$ cat config.mk
export PLATFORM = sky130hd
export DESIGN_NAME = uart_receiver
export DESIGN_NICKNAME = d
export VERILOG_FILES = /design/src/rtl/uart_pkg.sv /design/src/rtl/uart_rx_sync.sv /design/src/rtl/uart_receiver.sv
export SDC_FILE = /design/constraint.sdc
export NUM_CORES = 1
export LEC_CHECK = 0
export CORE_UTILIZATION = 29
export CTS_BUF_LIST = sky130_fd_sc_hd__clkbuf_4
export DETAILED_ROUTE_END_ITERATION = 10
export GPL_ROUTABILITY_DRIVEN = 0
export GPL_TIMING_DRIVEN = 0
export SLEW_MARGIN = 20
export SYNTH_ARGS = -nofsm -noshare
export SYNTH_HDL_FRONTEND = slang
export SYNTH_SLANG_ARGS = --single-unit
$ cat constraint.sdc
create_clock -name clk -period 1.95 [get_ports clk]
set_input_delay 0.39 -clock clk [delete_from_list [all_inputs] [get_ports clk]]
set_output_delay 0.39 -clock clk [all_outputs]
set_load 0.01 [all_outputs]
$ cat src/rtl/uart_pkg.sv
// rtl/uart_pkg.sv - shared UART types, oversampling constants and vote helper
package uart_pkg;

  typedef enum logic [2:0] {IDLE, START, DATA, STOP, RECOVER} uart_rx_state_t;

  // Ticks per bit; the transmitter derives its bit-end count from this too.
  localparam int OVERSAMPLE = 16;

  // edges_counter values whose ticks capture the three mid-bit samples.
  localparam logic [3:0] SAMPLE_FIRST = 4'd7;
  localparam logic [3:0] SAMPLE_MID   = 4'd8;
  localparam logic [3:0] SAMPLE_LAST  = 4'd9;

  // Counter value of the last tick in a bit period (wraps to 0 after it).
  localparam logic [3:0] EDGE_LAST = 4'(OVERSAMPLE - 1);

  function automatic logic majority3(input logic a, input logic b, input logic c);
    return (a & b) | (a & c) | (b & c);
  endfunction

endpackage

$ cat src/rtl/uart_rx_sync.sv
// rtl/uart_rx_sync.sv - reset-to-one flop chain for an asynchronous input
module uart_rx_sync #(
  parameter int SYNC_STAGES = 2
) (
  input  logic clk,
  input  logic rst,
  input  logic d,
  output logic q
);

  logic [SYNC_STAGES-1:0] r_chain;

  // Shift the raw input through the chain; reset to the idle-high line level.
  always_ff @(posedge clk) begin
    if (rst) begin
      r_chain <= '1;
    end else begin
      r_chain <= {r_chain[SYNC_STAGES-2:0], d};
    end
  end

  assign q = r_chain[SYNC_STAGES-1];

endmodule

$ cat src/rtl/uart_receiver.sv
// rtl/uart_receiver.sv - 8N1 UART receiver with 16x oversampling and majority vote
module uart_receiver
  import uart_pkg::*;
#(
  parameter int SYNC_STAGES = 2
) (
  input  logic       clk,
  input  logic       rst,
  input  logic       sin,
  input  logic       sck_rising_edge,
  output logic [7:0] rx_data,
  output logic       rx_data_valid,
  output logic       frame_error,
  output logic       busy
);

  logic           w_sin_s;
  logic           w_vote_live;
  logic           w_vote;
  uart_rx_state_t r_state;
  logic [3:0]     r_edges;
  logic [2:0]     r_bits;
  logic [7:0]     r_shift;
  logic [7:0]     r_rx_data;
  logic           r_valid;
  logic           r_ferr;
  logic           r_s7;
  logic           r_s8;
  logic           r_s9;

  uart_rx_sync #(
    .SYNC_STAGES(SYNC_STAGES)
  ) u_sync (
    .clk(clk),
    .rst(rst),
    .d  (sin),
    .q  (w_sin_s)
  );

  // At the counter-9 tick the third sample is still on the line, so vote on it
  // directly; at the bit-end tick all three samples are already stored.
  assign w_vote_live = majority3(r_s7, r_s8, w_sin_s);
  assign w_vote      = majority3(r_s7, r_s8, r_s9);

  // Receive FSM, counters, sample capture and registered output pulses.
  always_ff @(posedge clk) begin
    if (rst) begin
      r_state   <= IDLE;
      r_edges   <= 4'd0;
      r_bits    <= 3'd0;
      r_shift   <= 8'h00;
      r_rx_data <= 8'h00;
      r_valid   <= 1'b0;
      r_ferr    <= 1'b0;
      r_s7      <= 1'b1;
      r_s8      <= 1'b1;
      r_s9      <= 1'b1;
    end else begin
      r_valid <= 1'b0;
      r_ferr  <= 1'b0;
      if (sck_rising_edge) begin
        // Counting and sampling only happen while a frame is being timed.
        if (r_state == START || r_state == DATA || r_state == STOP) begin
          r_edges <= r_edges + 4'd1;
          if (r_edges == SAMPLE_FIRST) r_s7 <= w_sin_s;
          if (r_edges == SAMPLE_MID)   r_s8 <= w_sin_s;
          if (r_edges == SAMPLE_LAST)  r_s9 <= w_sin_s;
        end
        case (r_state)
          IDLE: begin
            // The detecting tick itself is not counted.
            if (!w_sin_s) begin
              r_state <= START;
              r_edges <= 4'd0;
            end
          end
          START: begin
            if (r_edges == SAMPLE_LAST && w_vote_live) begin
              // Start bit did not hold through mid-bit: treat as a glitch.
              r_state <= IDLE;
              r_edges <= 4'd0;
            end else if (r_edges == EDGE_LAST) begin
              r_state <= DATA;
              r_bits  <= 3'd0;
            end
          end
          DATA: begin
            if (r_edges == EDGE_LAST) begin
              r_shift <= {w_vote, r_shift[7:1]};
              if (r_bits == 3'd7) begin
                r_state <= STOP;
              end else begin
                r_bits <= r_bits + 3'd1;
              end
            end
          end
          STOP: begin
            // Leave mid stop bit so a following start edge is caught early.
            if (r_edges == SAMPLE_LAST) begin
              r_edges <= 4'd0;
              if (w_vote_live) begin
                r_rx_data <= r_shift;
                r_valid   <= 1'b1;
                r_state   <= IDLE;
              end else begin
                r_ferr  <= 1'b1;
                r_state <= RECOVER;
              end
            end
          end
          RECOVER: begin
            // Hold off until the line returns high so a break is one error.
            if (w_sin_s) begin
              r_state <= IDLE;
            end
          end
          default: begin
            r_state <= IDLE;
          end
        endcase
      end
    end
  end

  assign rx_data       = r_rx_data;
  assign rx_data_valid = r_valid;
  assign frame_error   = r_ferr;
  assign busy          = (r_state != IDLE);

endmodule

==> run_results.csv, run 1 <==
group,metric,value,unit
run_status,status,"complete, no violations",
logic_synthesis,syn_inst,167,
logic_synthesis,yosys.area.top_type,"dfxtp_1",
sta,hold_ws,0.425,ns
floorplanning,die_area,5650,sq um
drt,routedWlPerCell,11.5,um
sta,setup_violations,0,
layout,fillerInstances,569,
grt,track_usage,0.128,
clock_tree,cts_tree,"yes",
sta,hold_viol,0,
setup_path,r2r_cells,7,
setup_path,crit_arrival,1.50,ns
setup_path,cp_max_fo,10,
clock_tree,ctsHtreeMaxLevel,2,
logic_synthesis,syn_area,1550,sq um
grt,met3_usage,0.0295,
floorplanning,die_y,75.2,um
job,cap_viol_max_count,0,
logic_synthesis,synth_flop_cell,"dfxtp_1",
sta,relSlewSlack,0.630,
layout,drive_gt1_frac,0.133,
layout,antennaDiodeCount,0,
logic_synthesis,yosysUniqueCellTypes,42,
setup_path,cp_cell_sequence,"buf_4 -> or3_1 -> clkdlybuf4s15_1",
floorplanning,io_pins,15,
layout,final_util,0.362,
clock_tree,cts_hold_buf,0,
clock_tree,cts_num_sinks,33,
logic_synthesis,ys_async_sr_fraction,0,
logic_synthesis,synth_seq_cells,33,
logic_synthesis,ys.warnings.count,0,
grt,use_met2,0.196,
floorplanning,start_util,0.302,
setup_path,cpMaxStageDelayCell,"or3_1",
layout,nNetsFinal,196,
setup_path,crit_path_start_kind,"flip-flop",
drt,drt_pass1_iterations,4,
placed_design,place_inst,250,
clock_tree,cts_buffers,5,
clock_tree,clockBufferDepth,2,
grt,met1_usage,0.165,
clock_tree,clk_pin_slew_worst_paths,0.11,ns
drt,via_per_inst,4.65,
drt,antenna_left,0,
drt,num_vias,1199,
setup_path,crit_type,"flip-flop to primary output",
grt,grt_pass1_vias,1162,
logic_synthesis,synth.avg_cell_area,9.30,sq um
logic_synthesis,yosys-top-cells-area,"dfxtp_1 43%, mux2i_1 12%, nor2_1 6.0%",
drt,wirelength,2960,um
sta,finClkSkew,0.0142,ns
grt,grt_pass1_wl,5420,um
logic_synthesis,yosysMostFrequentCell,"dfxtp_1",
min_path,hold_depth,1,
drt,drc,0,
placed_design,dpl.hpwl,2090,um
setup_path,cp.required,1.56,ns
floorplanning,coreArea,5140,sq um
grt,grt_max_degree,16,
sta,fin_crit_sh,0.970,
sta,fmax,0.529,GHz
pwr,p_leak,0.722,nW
layout,fin_area,1860,sq um
logic_synthesis,synth_edf_count,0,
layout,syn2layout_area_growth,19.9,%
clock_tree,cts_root_buf,"clkbuf_4",
floorplanning,die_width,75.2,um
placed_design,io_buffers,13,
logic_synthesis,synth_fp_nets,176,
sta,period_minus_slack,1.89,ns
setup_path,cp_slowest_stage_delay,0.38,ns
grt,antenna_found_initial,0,
sta,grt_setup_unrepaired,"no",
logic_synthesis,ys_seq_area_frac,0.425,
sta,slew_violations,0,
logic_synthesis,synth_top_area_frac,0.425,
grt,grt_overflow,0,
min_path,hold_path_class,"flip-flop to flip-flop",
clock_tree,clock_latency,0.35,ns
sta,worst_pin_slew,0.556,ns
logic_synthesis,synth_common_cells,"33 x dfxtp_1, 25 x nor2_1, 18 x mux2i_1",
pwr,powerDensity,695,nW/um^2
pwr,ir_drop,447,uV
drt,drt_iter0_markers,38,
layout,final_cell_count_no_fill,258,
floorplanning,rows,26,
placed_design,dpl_cell_area,1770,sq um
grt,grt.busiest_layer,"met2",
setup_path,crit_path_end_kind,"primary output",
## cells by family after synthesis
| family | after synthesis | share of synthesized area |
|---|---|---|
| and+or+nand+nor | 69 | 0.226 |
| AOI/OAI and AO/OA | 22 | 0.110 |
| DFF | 33 | 0.425 |
| xor gates and xnor gates | 5 | 0.0282 |
| buffers and inverters | 14 | 0.0467 |
| muxes | 18 | 0.116 |
| adders and majority gates | 6 | 0.0475 |
## per-stage QoR
stage	worst slack [ns]	setup TNS (ns)	total power, mW
after floorplan	0.270	0	0.753
after global placement	-0.0775	-0.208	0.777
after detailed placement	-0.0947	-0.251	0.777
after CTS	0.00551	0	1.31
after global routing	0.0119	0	1.34
final	0.0584	0	1.29
## final cells by class
class | instances | area [sq um] | area share
timing repair buffer | 14 | 138 | 0.0739
tap | 70 | 87.6 | 0.0470
sequential | 33 | 666 | 0.358
buffer | 9 | 52.6 | 0.0282
multi-input combinational | 120 | 820 | 0.440
clock inverter | 3 | 46.3 | 0.0249
inverter | 4 | 15.0 | 0.00806
clock buffer | 5 | 37.5 | 0.0202
## final timing paths
path	from	endpoint	slack, ns
setup / recovery	r_state[0]$_SDFFE_PP0P_	busy	0.06
hold / removal	u_sync.r_chain[0]$_SDFF_PP1_	u_sync.r_chain[1]$_SDFF_PP1_	0.42
setup reg to reg	r_edges[1]$_SDFFE_PP0P_	r_state[0]$_SDFFE_PP0P_	0.16
hold reg to reg	u_sync.r_chain[0]$_SDFF_PP1_	u_sync.r_chain[1]$_SDFF_PP1_	0.42
## sequential cells by signal, indices dropped and copies added, names as in the netlist
name	count
frame_error	1
r_state	3
rx_data	8
u_sync.r_chain	2
r_shift	8
r_s9	1
rx_data_valid	1
r_s7	1
r_s8	1
r_bits	3
r_edges	4
## power by group
group          internal, mW  switching (mW)
Sequential            0.679         0.00519
Clock                 0.271           0.258
Combinational        0.0325          0.0475
## routing by layer
layer	up-vias	routed length [um]
met4	0	78
met3	6	93
met2	17	1290
met5	-	0
li1	622	-
met1	554	1500
## worst max-delay path: cells and delay by family (launching register included)
family	cells	cell delay, ns
buf+inv	2	0.40
flops	1	0.37
simple gates	1	0.38
## placed cells by master, fill, tap and decap left out, drive strengths merged, types with 2 or more instances in the layout
master         count
or3                2
nor3b              3
dfxtp             33
nand2b             2
inv                4
clkdlybuf4s50     12
ha                 5
a211oi             3
a21oi              6
nand2             10
a311oi             2
mux2i             18
nor2              25
or2                6
nand3              4
o21ai              3
nor3               3
and3               2
clkbuf             8
buf                7
nor4               2
xnor2              4
nand4              2
nor2b              4
## repair_timing
| action | CTS | global route |
|---|---|---|
| setup buffers | 1 | 0 |
| endpoints found under the hold margin | 0 | 0 |
| endpoints found under the setup margin | 1 | 3 |
| gates resized for setup | 3 | 2 |
(Power assumes the default switching activity.)
==> run 2: changes to the inputs <==
CORE_MARGIN = 10   (was unset)
==> run 2 against run 1 <==
  * Sequential share of layout area is 0.44 points higher
  * Critical endpoint unchanged
  * First-iteration DRC count is 47% higher
  * Register-to-register slack worse by 0.02 ns
  * Maximum frequency is 0.22% lower
  * Final cell count is 0.39% higher
==> run_results.csv, run 2 (same netlist as run 1, synthesis figures left out) <==
group,metric,value,unit
setup_path,cp.required,1.56,ns
sta,period_minus_slack,1.90,ns
setup_path,crit_arrival,1.51,ns
layout,antennaDiodeCount,0,
floorplanning,coreArea,5140,sq um
setup_path,reg2reg_slack,0.14,ns
floorplanning,die_area,8680,sq um
min_path,hold_depth,1,
sta,grt_setup_unrepaired,"no",
pwr,pwr-share-seq,0.597,
clock_tree,ctsHtreeMaxLevel,2,
floorplanning,die_width,93.2,um
setup_path,crit_path_end_kind,"primary output",
pwr,powerDensity,622,nW/um^2
pwr,comb_power_share,0.069,
min_path,min_to,"u_sync.r_chain[1]$_SDFF_PP1_",
grt,grt_pass1_wl,5250,um
sta,worst_pin_slew,0.501,ns
pwr,p_leak,0.724,nW
sta,relSlewSlack,0.666,
pwr,p_int,862,uW
drt,num_vias,1203,
pwr,swShare,0.247,
layout,final_cell_mix,"31 x dfxtp_1, 25 x nor2_1, 18 x mux2i_1, 12 x clkdlybuf4s50_1, 10 x nand2_1",
sta,finClkSkew,0.0154,ns
drt,wirelength,3030,um
drt,antenna_left,0,
setup_path,reg2reg_from,"r_edges[1]$_SDFFE_PP0P_",
clock_tree,cts_num_sinks,33,
setup_path,rr_endpoint,"r_state[0]$_SDFFE_PP0P_",
min_path,hp-start,"u_sync.r_chain[0]$_SDFF_PP1_",
layout,final_cell_count_no_fill,259,
placed_design,dpl.hpwl,2150,um
grt,grt_max_degree,11,
sta,fmax,0.527,GHz
sta,slew_violations,0,
layout,final_common_cell,"dfxtp_1",
layout,drive_gt1_frac,0.138,
grt,track_usage,0.0737,
clock_tree,cts_root_buf,"clkbuf_4",
job,cap_viol_max_count,0,
layout,syn2layout_area_growth,18.5,%
pwr,p_sw,283,uW
run_status,status,"complete, no violations",
drt,drc,0,
floorplanning,rows,26,
drt,routedWlPerCell,11.7,um
sta,setup_violations,0,
setup_path,cp_cell_sequence,"buf_4 -> or3_1 -> dlygate4sd2_1",
floorplanning,start_util,0.302,
sta,fin_crit_sh,0.972,
setup_path,crit_type,"flip-flop to primary output",
setup_path,cp_max_fo,10,
drt,drt_pass1_iterations,4,
drt,via_per_inst,4.64,
layout,fillerInstances,568,
setup_path,crit_path_start_kind,"flip-flop",
layout,final_util,0.358,
setup_path,r2r_cells,7,
grt,antenna_found_initial,0,
sta,hold_viol,0,
floorplanning,io_pins,15,
placed_design,place_inst,250,
clock_tree,clockBufferDepth,2,
layout,seq_area,666,sq um
layout,nNetsFinal,197,
setup_path,cpMaxStageDelayCell,"dfxtp_4",
clock_tree,clock_latency,0.33,ns
min_path,hold_path_class,"flip-flop to flip-flop",
layout,multi_input_area,820,sq um
grt,grt_pass1_vias,1160,
drt,drt_iter0_markers,56,
setup_path,cp_slowest_stage_delay,0.36,ns
grt,grt_overflow,0,
placed_design,io_buffers,13,
pwr,clkPwrFrac,0.334,
floorplanning,die_y,93.2,um
pwr,ir_drop,288,uV
clock_tree,clk_pin_slew_worst_paths,0.11,ns
sta,setup_tns,0,ns
clock_tree,cts_tree,"yes",
clock_tree,cts_buffers,5,
==> run 2: changes by cell type in the layout (fill, tap and decap cells not counted) <==
cell and change:
buf_4 +1, clkdlybuf4s15_1 -1, clkinvlp_4 -1, bufinv_16 -1
clkinv_4 -1, clkbuf_4 +1, clkinv_2 +2, dlygate4sd2_1 +1
==> run 2: power by group through the flow <==
stage / Sequential [mW] / Clock, mW / Combinational [mW]
2_1_floorplan: 0.700 / 0 / 0.0531
3_3_place_gp: 0.702 / 0 / 0.0753
3_5_place_dp: 0.702 / 0 / 0.0744
4_1_cts: 0.683 / 0.402 / 0.0795
5_1_grt: 0.684 / 0.425 / 0.0882
6_report: 0.683 / 0.382 / 0.0794
==> run 2: timing repair <==
action,in CTS,in global routing
gates resized for setup,3,3
hold buffers,0,0
cloned,0,0
setup buffers,1,0
setup endpoints to repair,1,1
==> run 2: area by class of cell <==
cell class / count / share of cell area
Inverter: 4 / 0.00816
Clock inverter: 2 / 0.00544
Clock buffer: 6 / 0.0245
Multi-Input combinational cell: 120 / 0.446
Buffer: 10 / 0.0327
Tap cell: 70 / 0.0476
Timing Repair Buffer: 14 / 0.0741
Sequential cell: 33 / 0.362
==> run 2: stage by stage <==
stage / setup slack [ns] / cell area, sq um / hold WS, ns / total power [mW]
floorplan: 0.270 / 1550 / 0.389 / 0.753
global placement: -0.0928 / 1770 / 0.392 / 0.777
detailed placement: -0.115 / 1770 / 0.399 / 0.776
CTS: 0.0131 / 1840 / 0.424 / 1.16
global route: 0.00262 / 1840 / 0.443 / 1.20
finish: 0.0542 / 1840 / 0.419 / 1.14
==> run 2: worst max-delay path by stage <==
stage               slack, ns               startpoint                 endpoint
finish                   0.05  r_state[0]$_SDFFE_PP0P_                     busy
global route            0.003  r_state[0]$_SDFFE_PP0P_                     busy
CTS                      0.01  r_state[1]$_SDFFE_PP0P_                     busy
detailed placement      -0.11          sck_rising_edge   r_bits[0]$_SDFFE_PP0P_
global placement        -0.09          sck_rising_edge   r_bits[0]$_SDFFE_PP0P_
floorplan                0.27  r_edges[1]$_SDFFE_PP0P_  r_state[0]$_SDFFE_PP0P_
==> run 2: routing by layer <==
layer,GRT usage,up-vias,share of wire
met1,0.0934,550,0.49
met3,0.0272,4,0.064
met4,0.0398,0,0.019
met2,0.106,33,0.43
li1,-,616,-
met5,0,-,0
==> run 2: worst max-delay path, delay by kind of cell, from the launching register on <==
family                 cells  cell delay [ns]
buffers and inverters      2             0.45
DFF                        1             0.36
and+or+nand+nor            1             0.36
